==> src/rtl/ifc_pkg.sv <==
// Shared types for the n-ary operator block: operation codes and FSM states.
package ifc_pkg;

  typedef enum logic [1:0] {
    OP_OR  = 2'b00,
    OP_AND = 2'b01,
    OP_XOR = 2'b10,
    OP_ADD = 2'b11
  } op_t;

  typedef enum logic {
    ST_COLLECT = 1'b0,
    ST_COMPUTE = 1'b1
  } state_t;

  // Headroom for summing up to 8 operands without losing the carry-out.
  localparam int CARRY_BITS = 3;

endpackage

==> src/rtl/ifc_result_fifo.sv <==
// Two-entry first-in first-out result buffer with registered storage.
module ifc_result_fifo
  import ifc_pkg::*;
#(
  parameter int W = 9
) (
  input  logic         CLK,
  input  logic         RST_N,
  input  logic         push,
  input  logic         pop,
  input  logic [W-1:0] din,
  output logic [W-1:0] dout,
  output logic         full,
  output logic         empty
);

  logic [W-1:0] mem_r [2];
  logic         rd_ptr_r;
  logic         wr_ptr_r;
  logic [1:0]   count_r;
  logic         do_pop_s;

  assign do_pop_s = pop & ~empty;

  // Storage, pointers and occupancy; a push while full is only issued alongside a pop.
  always_ff @(posedge CLK) begin
    if (!RST_N) begin
      mem_r[0] <= {W{1'b0}};
      mem_r[1] <= {W{1'b0}};
      rd_ptr_r <= 1'b0;
      wr_ptr_r <= 1'b0;
      count_r  <= 2'd0;
    end else begin
      if (push) begin
        mem_r[wr_ptr_r] <= din;
        wr_ptr_r        <= ~wr_ptr_r;
      end
      if (do_pop_s) begin
        rd_ptr_r <= ~rd_ptr_r;
      end
      case ({push, do_pop_s})
        2'b10:   count_r <= count_r + 2'd1;
        2'b01:   count_r <= count_r - 2'd1;
        default: count_r <= count_r;
      endcase
    end
  end

  assign dout  = mem_r[rd_ptr_r];
  assign full  = (count_r == 2'd2);
  assign empty = (count_r == 2'd0);

endmodule

==> src/rtl/ifc_nary_op.sv <==
// Collects NUM_IN operands over independent handshakes, reduces them with the
// selected operation and queues {carry, result} in a two-entry buffer.
module ifc_nary_op
  import ifc_pkg::*;
#(
  parameter int WIDTH  = 8,
  parameter int NUM_IN = 2
) (
  input  logic                    CLK,
  input  logic                    RST_N,
  input  logic [NUM_IN*WIDTH-1:0] in_data,
  input  logic [NUM_IN-1:0]       in_en,
  output logic [NUM_IN-1:0]       in_rdy,
  input  logic [1:0]              op_sel,
  output logic [WIDTH-1:0]        y_data,
  output logic                    y_carry,
  output logic                    y_rdy,
  input  logic                    y_en
);

  localparam int SUM_W = WIDTH + CARRY_BITS;

  state_t            state_r;
  op_t               op_r;
  logic [NUM_IN-1:0] captured_r;
  logic [WIDTH-1:0]  opnd_r [NUM_IN];

  logic [NUM_IN-1:0] cap_s;
  logic              all_in_s;
  logic              push_s;
  logic              pop_s;
  logic              full_s;
  logic              empty_s;
  logic [WIDTH-1:0]  acc_s;
  logic [SUM_W-1:0]  sum_s;
  logic [WIDTH:0]    result_s;
  logic [WIDTH:0]    head_s;

  // Ready is forced low while reset is asserted so nothing is accepted in that cycle.
  always_comb begin
    if (!RST_N) begin
      in_rdy = {NUM_IN{1'b0}};
    end else if (state_r == ST_COLLECT) begin
      in_rdy = ~captured_r;
    end else begin
      in_rdy = {NUM_IN{1'b0}};
    end
  end

  assign cap_s    = in_en & in_rdy;
  assign all_in_s = &(captured_r | cap_s);
  assign pop_s    = y_en & y_rdy;
  assign push_s   = (state_r == ST_COMPUTE) & (~full_s | pop_s);

  // Reduce the held operands; ADD keeps extra high bits so the carry survives.
  always_comb begin
    acc_s = (op_r == OP_AND) ? {WIDTH{1'b1}} : {WIDTH{1'b0}};
    sum_s = {SUM_W{1'b0}};
    for (int i = 0; i < NUM_IN; i++) begin
      case (op_r)
        OP_OR:   acc_s = acc_s | opnd_r[i];
        OP_AND:  acc_s = acc_s & opnd_r[i];
        OP_XOR:  acc_s = acc_s ^ opnd_r[i];
        OP_ADD:  sum_s = sum_s + SUM_W'(opnd_r[i]);
        default: acc_s = acc_s;
      endcase
    end
    if (op_r == OP_ADD) begin
      result_s = {|sum_s[SUM_W-1:WIDTH], sum_s[WIDTH-1:0]};
    end else begin
      result_s = {1'b0, acc_s};
    end
  end

  // Collect/compute sequencing; operands stay frozen in COMPUTE until the push.
  always_ff @(posedge CLK) begin
    if (!RST_N) begin
      state_r    <= ST_COLLECT;
      op_r       <= OP_OR;
      captured_r <= {NUM_IN{1'b0}};
      for (int i = 0; i < NUM_IN; i++) begin
        opnd_r[i] <= {WIDTH{1'b0}};
      end
    end else begin
      case (state_r)
        ST_COLLECT: begin
          for (int i = 0; i < NUM_IN; i++) begin
            if (cap_s[i]) begin
              opnd_r[i] <= in_data[i*WIDTH +: WIDTH];
            end
          end
          if (cap_s[0]) begin
            op_r <= op_t'(op_sel);
          end
          captured_r <= captured_r | cap_s;
          if (all_in_s) begin
            state_r <= ST_COMPUTE;
          end
        end
        ST_COMPUTE: begin
          if (push_s) begin
            captured_r <= {NUM_IN{1'b0}};
            state_r    <= ST_COLLECT;
          end
        end
        default: state_r <= ST_COLLECT;
      endcase
    end
  end

  ifc_result_fifo #(
    .W(WIDTH + 1)
  ) u_fifo (
    .CLK  (CLK),
    .RST_N(RST_N),
    .push (push_s),
    .pop  (pop_s),
    .din  (result_s),
    .dout (head_s),
    .full (full_s),
    .empty(empty_s)
  );

  assign y_data  = head_s[WIDTH-1:0];
  assign y_carry = head_s[WIDTH];
  assign y_rdy   = ~empty_s;

endmodule

==> config.mk <==
export PLATFORM = sky130hd
export DESIGN_NAME = ifc_nary_op
export DESIGN_NICKNAME = d
export VERILOG_FILES = /design/src/rtl/ifc_pkg.sv /design/src/rtl/ifc_result_fifo.sv /design/src/rtl/ifc_nary_op.sv
export SDC_FILE = /design/constraint.sdc
export NUM_CORES = 1
export LEC_CHECK = 0
export CORE_ASPECT_RATIO = 1.5
export CORE_MARGIN = 2
export CORE_UTILIZATION = 51
export CTS_BUF_LIST = sky130_fd_sc_hd__clkbuf_16
export DETAILED_ROUTE_END_ITERATION = 7
export GPL_TIMING_DRIVEN = 0
export HOLD_SLACK_MARGIN = 0.03
export PLACE_DENSITY = 0.85
export SLEW_MARGIN = 15
export SYNTH_ARGS = -nofsm -noshare
export SYNTH_HDL_FRONTEND = slang
export SYNTH_HIERARCHICAL = 1
export SYNTH_SLANG_ARGS = --single-unit
==> constraint.sdc <==
create_clock -name CLK -period 3.02 [get_ports CLK]
set_input_delay 0.604 -clock CLK [delete_from_list [all_inputs] [get_ports CLK]]
set_output_delay 0.604 -clock CLK [all_outputs]
set_load 0.005 [all_outputs]
==> results.sh <==
export IMPL_grt_pass1_wl_microns=9450
export IMPL_fillers=422
export IMPL_h_tree_depth=2
export IMPL_synthCells=307
export IMPL_syn_nets=364
export IMPL_postRouteAntennaNets=0
export IMPL_nets=413
export IMPL_synth_cell_area_sq_um=2950
export IMPL_fin_crit_sh_pct=99.2
export IMPL_synth_common_cells="50 x nor2_1, 41 x inv_1, 34 x edfxtp_1"
export IMPL_totalWireLength_microns=6000
export IMPL_maxSlewViolCount=0
export IMPL_grt_overflow_total=0
export IMPL_yosysMostFrequentCell="nor2_1"
export IMPL_core_area_sq_um=5530
export IMPL_grt_max_degree=15
export IMPL_die_height_microns=97.2
export IMPL_drc=0
export IMPL_p_int_uw=1270
export IMPL_dieArea_sq_um=6430
export IMPL_synth_seq_cells=44
export IMPL_port_buffers=34
export IMPL_power_total_uw=1770
export IMPL_root_buffer="clkbuf_16"
export IMPL_critPathCaptureType="flip-flop"
export IMPL_worstSetupPathType="reg -> reg"
export IMPL_max_freq_mhz=334
export IMPL_ir_drop_mv=0.355
export IMPL_place_ws_ps=-470
export IMPL_yosysSeqAreaShare_pct=41.4
export IMPL_synth_distinct_cells=34
export IMPL_numCtsBuffers=5
export IMPL_synthArstFlopShare_pct=0
export IMPL_clock_latency_ps=290
export IMPL_gp_congestion=0.901
export IMPL_synth_area_leader_cell="edfxtp_1"
export IMPL_leakage_uw=0.00161
export IMPL_antenna_found_initial=0
export IMPL_top_level_ports=35
export IMPL_synth_ff_type="edfxtp_1"
export IMPL_critPathLaunchType="flip-flop"
export IMPL_wire_per_inst_microns=14.0
export IMPL_drt_iter0_markers=68
export IMPL_clkPwrFrac_pct=28.6
export IMPL_syn_area_per_cell_sq_um=9.62
export IMPL_cts_buffer_depth=2
export IMPL_netSwitchingFraction_pct=28.4
export IMPL_hold_violations=0
export IMPL_min_period_ps=3000
export IMPL_power_frac_comb_pct=28.2
export IMPL_setup_violations=0
export IMPL_critPathArrivalTime_ps=3020
export IMPL_worstMarginPinSlew_ps=1140
export IMPL_row_count=33
export IMPL_finClkSkew_ps=5.83
export IMPL_hold_path_class="reg -> reg"
export IMPL_p_sw_uw=503
export IMPL_die_w_microns=66.1
export IMPL_antenna_cells=0
export IMPL_layout_drive_gt1_share_pct=14.3
export IMPL_vias_per_cell=5.47
export IMPL_num_vias=2335
export IMPL_clkSinkCount=44
export IMPL_outcome="completed"
export IMPL_power_density_nw_per_um2=485
export IMPL_postCtsHoldBufs=0
export IMPL_fin_ws_ps=23.9
export IMPL_final_setup_tns_ps=0
export IMPL_area_growth_pct=23.7
export IMPL_max_slew_margin_pct=23.5
export IMPL_crit_required_ps=3040
export IMPL_first_pass_iters=4
export IMPL_synth_area_leaders="edfxtp_1 35%, ha_1 14%, dfxtp_1 6.8%"
export IMPL_grt_pass1_vias=2261
export IMPL_drv_cap=0
export IMPL_synth_top_area_share_pct=34.6
export IMPL_grtUsageTotal_pct=18.9
export IMPL_seq_power_share_pct=43.1
export IMPL_synth_edff_count=34
export IMPL_dp_hpwl_microns=4280
export IMPL_start_util_pct=53.4
export IMPL_cts_reportedPaths_clkPinSlew_ps=60
export IMPL_cts_tree="built"
export IMPL_ys_warn_count=6
export IMPL_cp_max_fo=10
metal layers:
layer / up-vias / global-route usage (%) / wire length, microns / share of wire [%]
li1: 1130 / - / - / -
met1: 1113 / 17.9 / 2160 / 36
met2: 70 / 35.2 / 3400 / 57
met3: 22 / 4.06 / 207 / 3.5
met4: 0 / 11.1 / 240 / 4.0
met5: - / 0 / 0 / 0
worst paths after layout:
check	start	end	slack, ps	cells past startpoint
setup / recovery	op_r[1]	u_fifo/mem_r[1][2]	20	14
hold / removal	u_fifo/wr_ptr_r	u_fifo/wr_ptr_r	480	2
setup reg to reg	op_r[1]	u_fifo/mem_r[1][2]	20	14
hold reg to reg	u_fifo/wr_ptr_r	u_fifo/wr_ptr_r	480	2
kinds of logic (layout without fill, tap and decap cells):
group | after synthesis | after routing | synth area share (%)
xor gates and xnor gates | 7 | 7 | 2.08
muxes | 20 | 20 | 9.28
and+or+nand+nor | 100 | 100 | 15.2
DFF | 44 | 44 | 41.4
adders and majority gates | 34 | 34 | 14.7
AOI/OAI and AO/OA | 51 | 51 | 10.8
buffers and inverters | 51 | 101 | 6.65
what timing repair did:
item | in CTS | in global routing
resized for setup | 10 | 16
endpoints found under the setup margin | 17 | 16
pin swaps | 0 | 1
hold endpoints to repair | 0 | 0
setup buffers | 2 | 6
through the flow:
stage / std cells / utilization, % / cell area, sq um / hold slack (ps)
after floorplan: 307 / - / 2950 / 452
after global placement: 411 / 61.1 / 3380 / 463
after detailed placement: 411 / 61.1 / 3380 / 476
after CTS: 421 / 64.4 / 3560 / 484
after global routing: 427 / 66.0 / 3650 / 510
final: 427 / 66.0 / 3650 / 479
worst max-delay path: stages (launching register included):
cell and delay [ps]:
dfxtp_1 300, buf_4 180, nor2b_1 150, buf_4 190
clkinvlp_4 210, buf_4 190, ha_1 260, mux2i_1 160
nor2_1 70, a21oi_1 200, ha_1 290, a211oi_1 280
a21oi_1 90, nand2_1 100, nor2_1 50
state kept, by name, summed over array words and instances (netlist names), named ones only:
register	flops
u_fifo/wr_ptr_r	1
captured_r	2
u_fifo/count_r	2
u_fifo/mem_r	18
op_r	2
opnd_r	16
u_fifo/rd_ptr_r	1
state_r	1
power groups by stage:
stage               combinational (uW)  sequential [uW]  clock [uW]
finish                             501              764         508
floorplan                          311              761           0
CTS                                470              761         514
global placement                   428              768           0
global route                       559              772         535
detailed placement                 456              773           0
area by class of cell:
type	instances	area, sq um	share of cell area (%)
plain buffers	10	68.8	1.88
flip-flops and latches	44	1220	33.5
clock buffers	5	125	3.43
clock inverters	3	13.8	0.377
well taps	70	87.6	2.40
repair buffers	42	400	11.0
multi-input cells	212	1580	43.2
inverters	41	158	4.32
cell usage in the layout, fill, tap and decap left out, types with 2 or more instances in the layout:
cell type / Yosys / layout
buf_6: 0 / 3
nand2_1: 22 / 21
nand2b_1: 3 / 3
xnor2_1: 5 / 5
inv_1: 41 / 40
o21ai_0: 10 / 10
nor2b_1: 5 / 5
o22ai_1: 4 / 4
o21bai_1: 3 / 3
a211oi_2: 1 / 2
mux4_2: 5 / 5
a21o_1: 3 / 3
a31oi_1: 2 / 2
a211oi_1: 5 / 4
dfxtp_1: 10 / 9
a21oi_2: 0 / 5
edfxtp_1: 34 / 34
mux2_2: 9 / 9
buf_4: 0 / 10
and2_1: 17 / 17
clkdlybuf4s50_1: 0 / 34
xor2_1: 2 / 2
nor2_1: 50 / 49
a21oi_1: 16 / 11
a21boi_0: 3 / 3
clkinv_2: 0 / 2
clkbuf_16: 0 / 5
clkbuf_1: 5 / 3
ha_1: 33 / 33
mux2i_1: 6 / 6
Power figures use the tool's default switching activity.
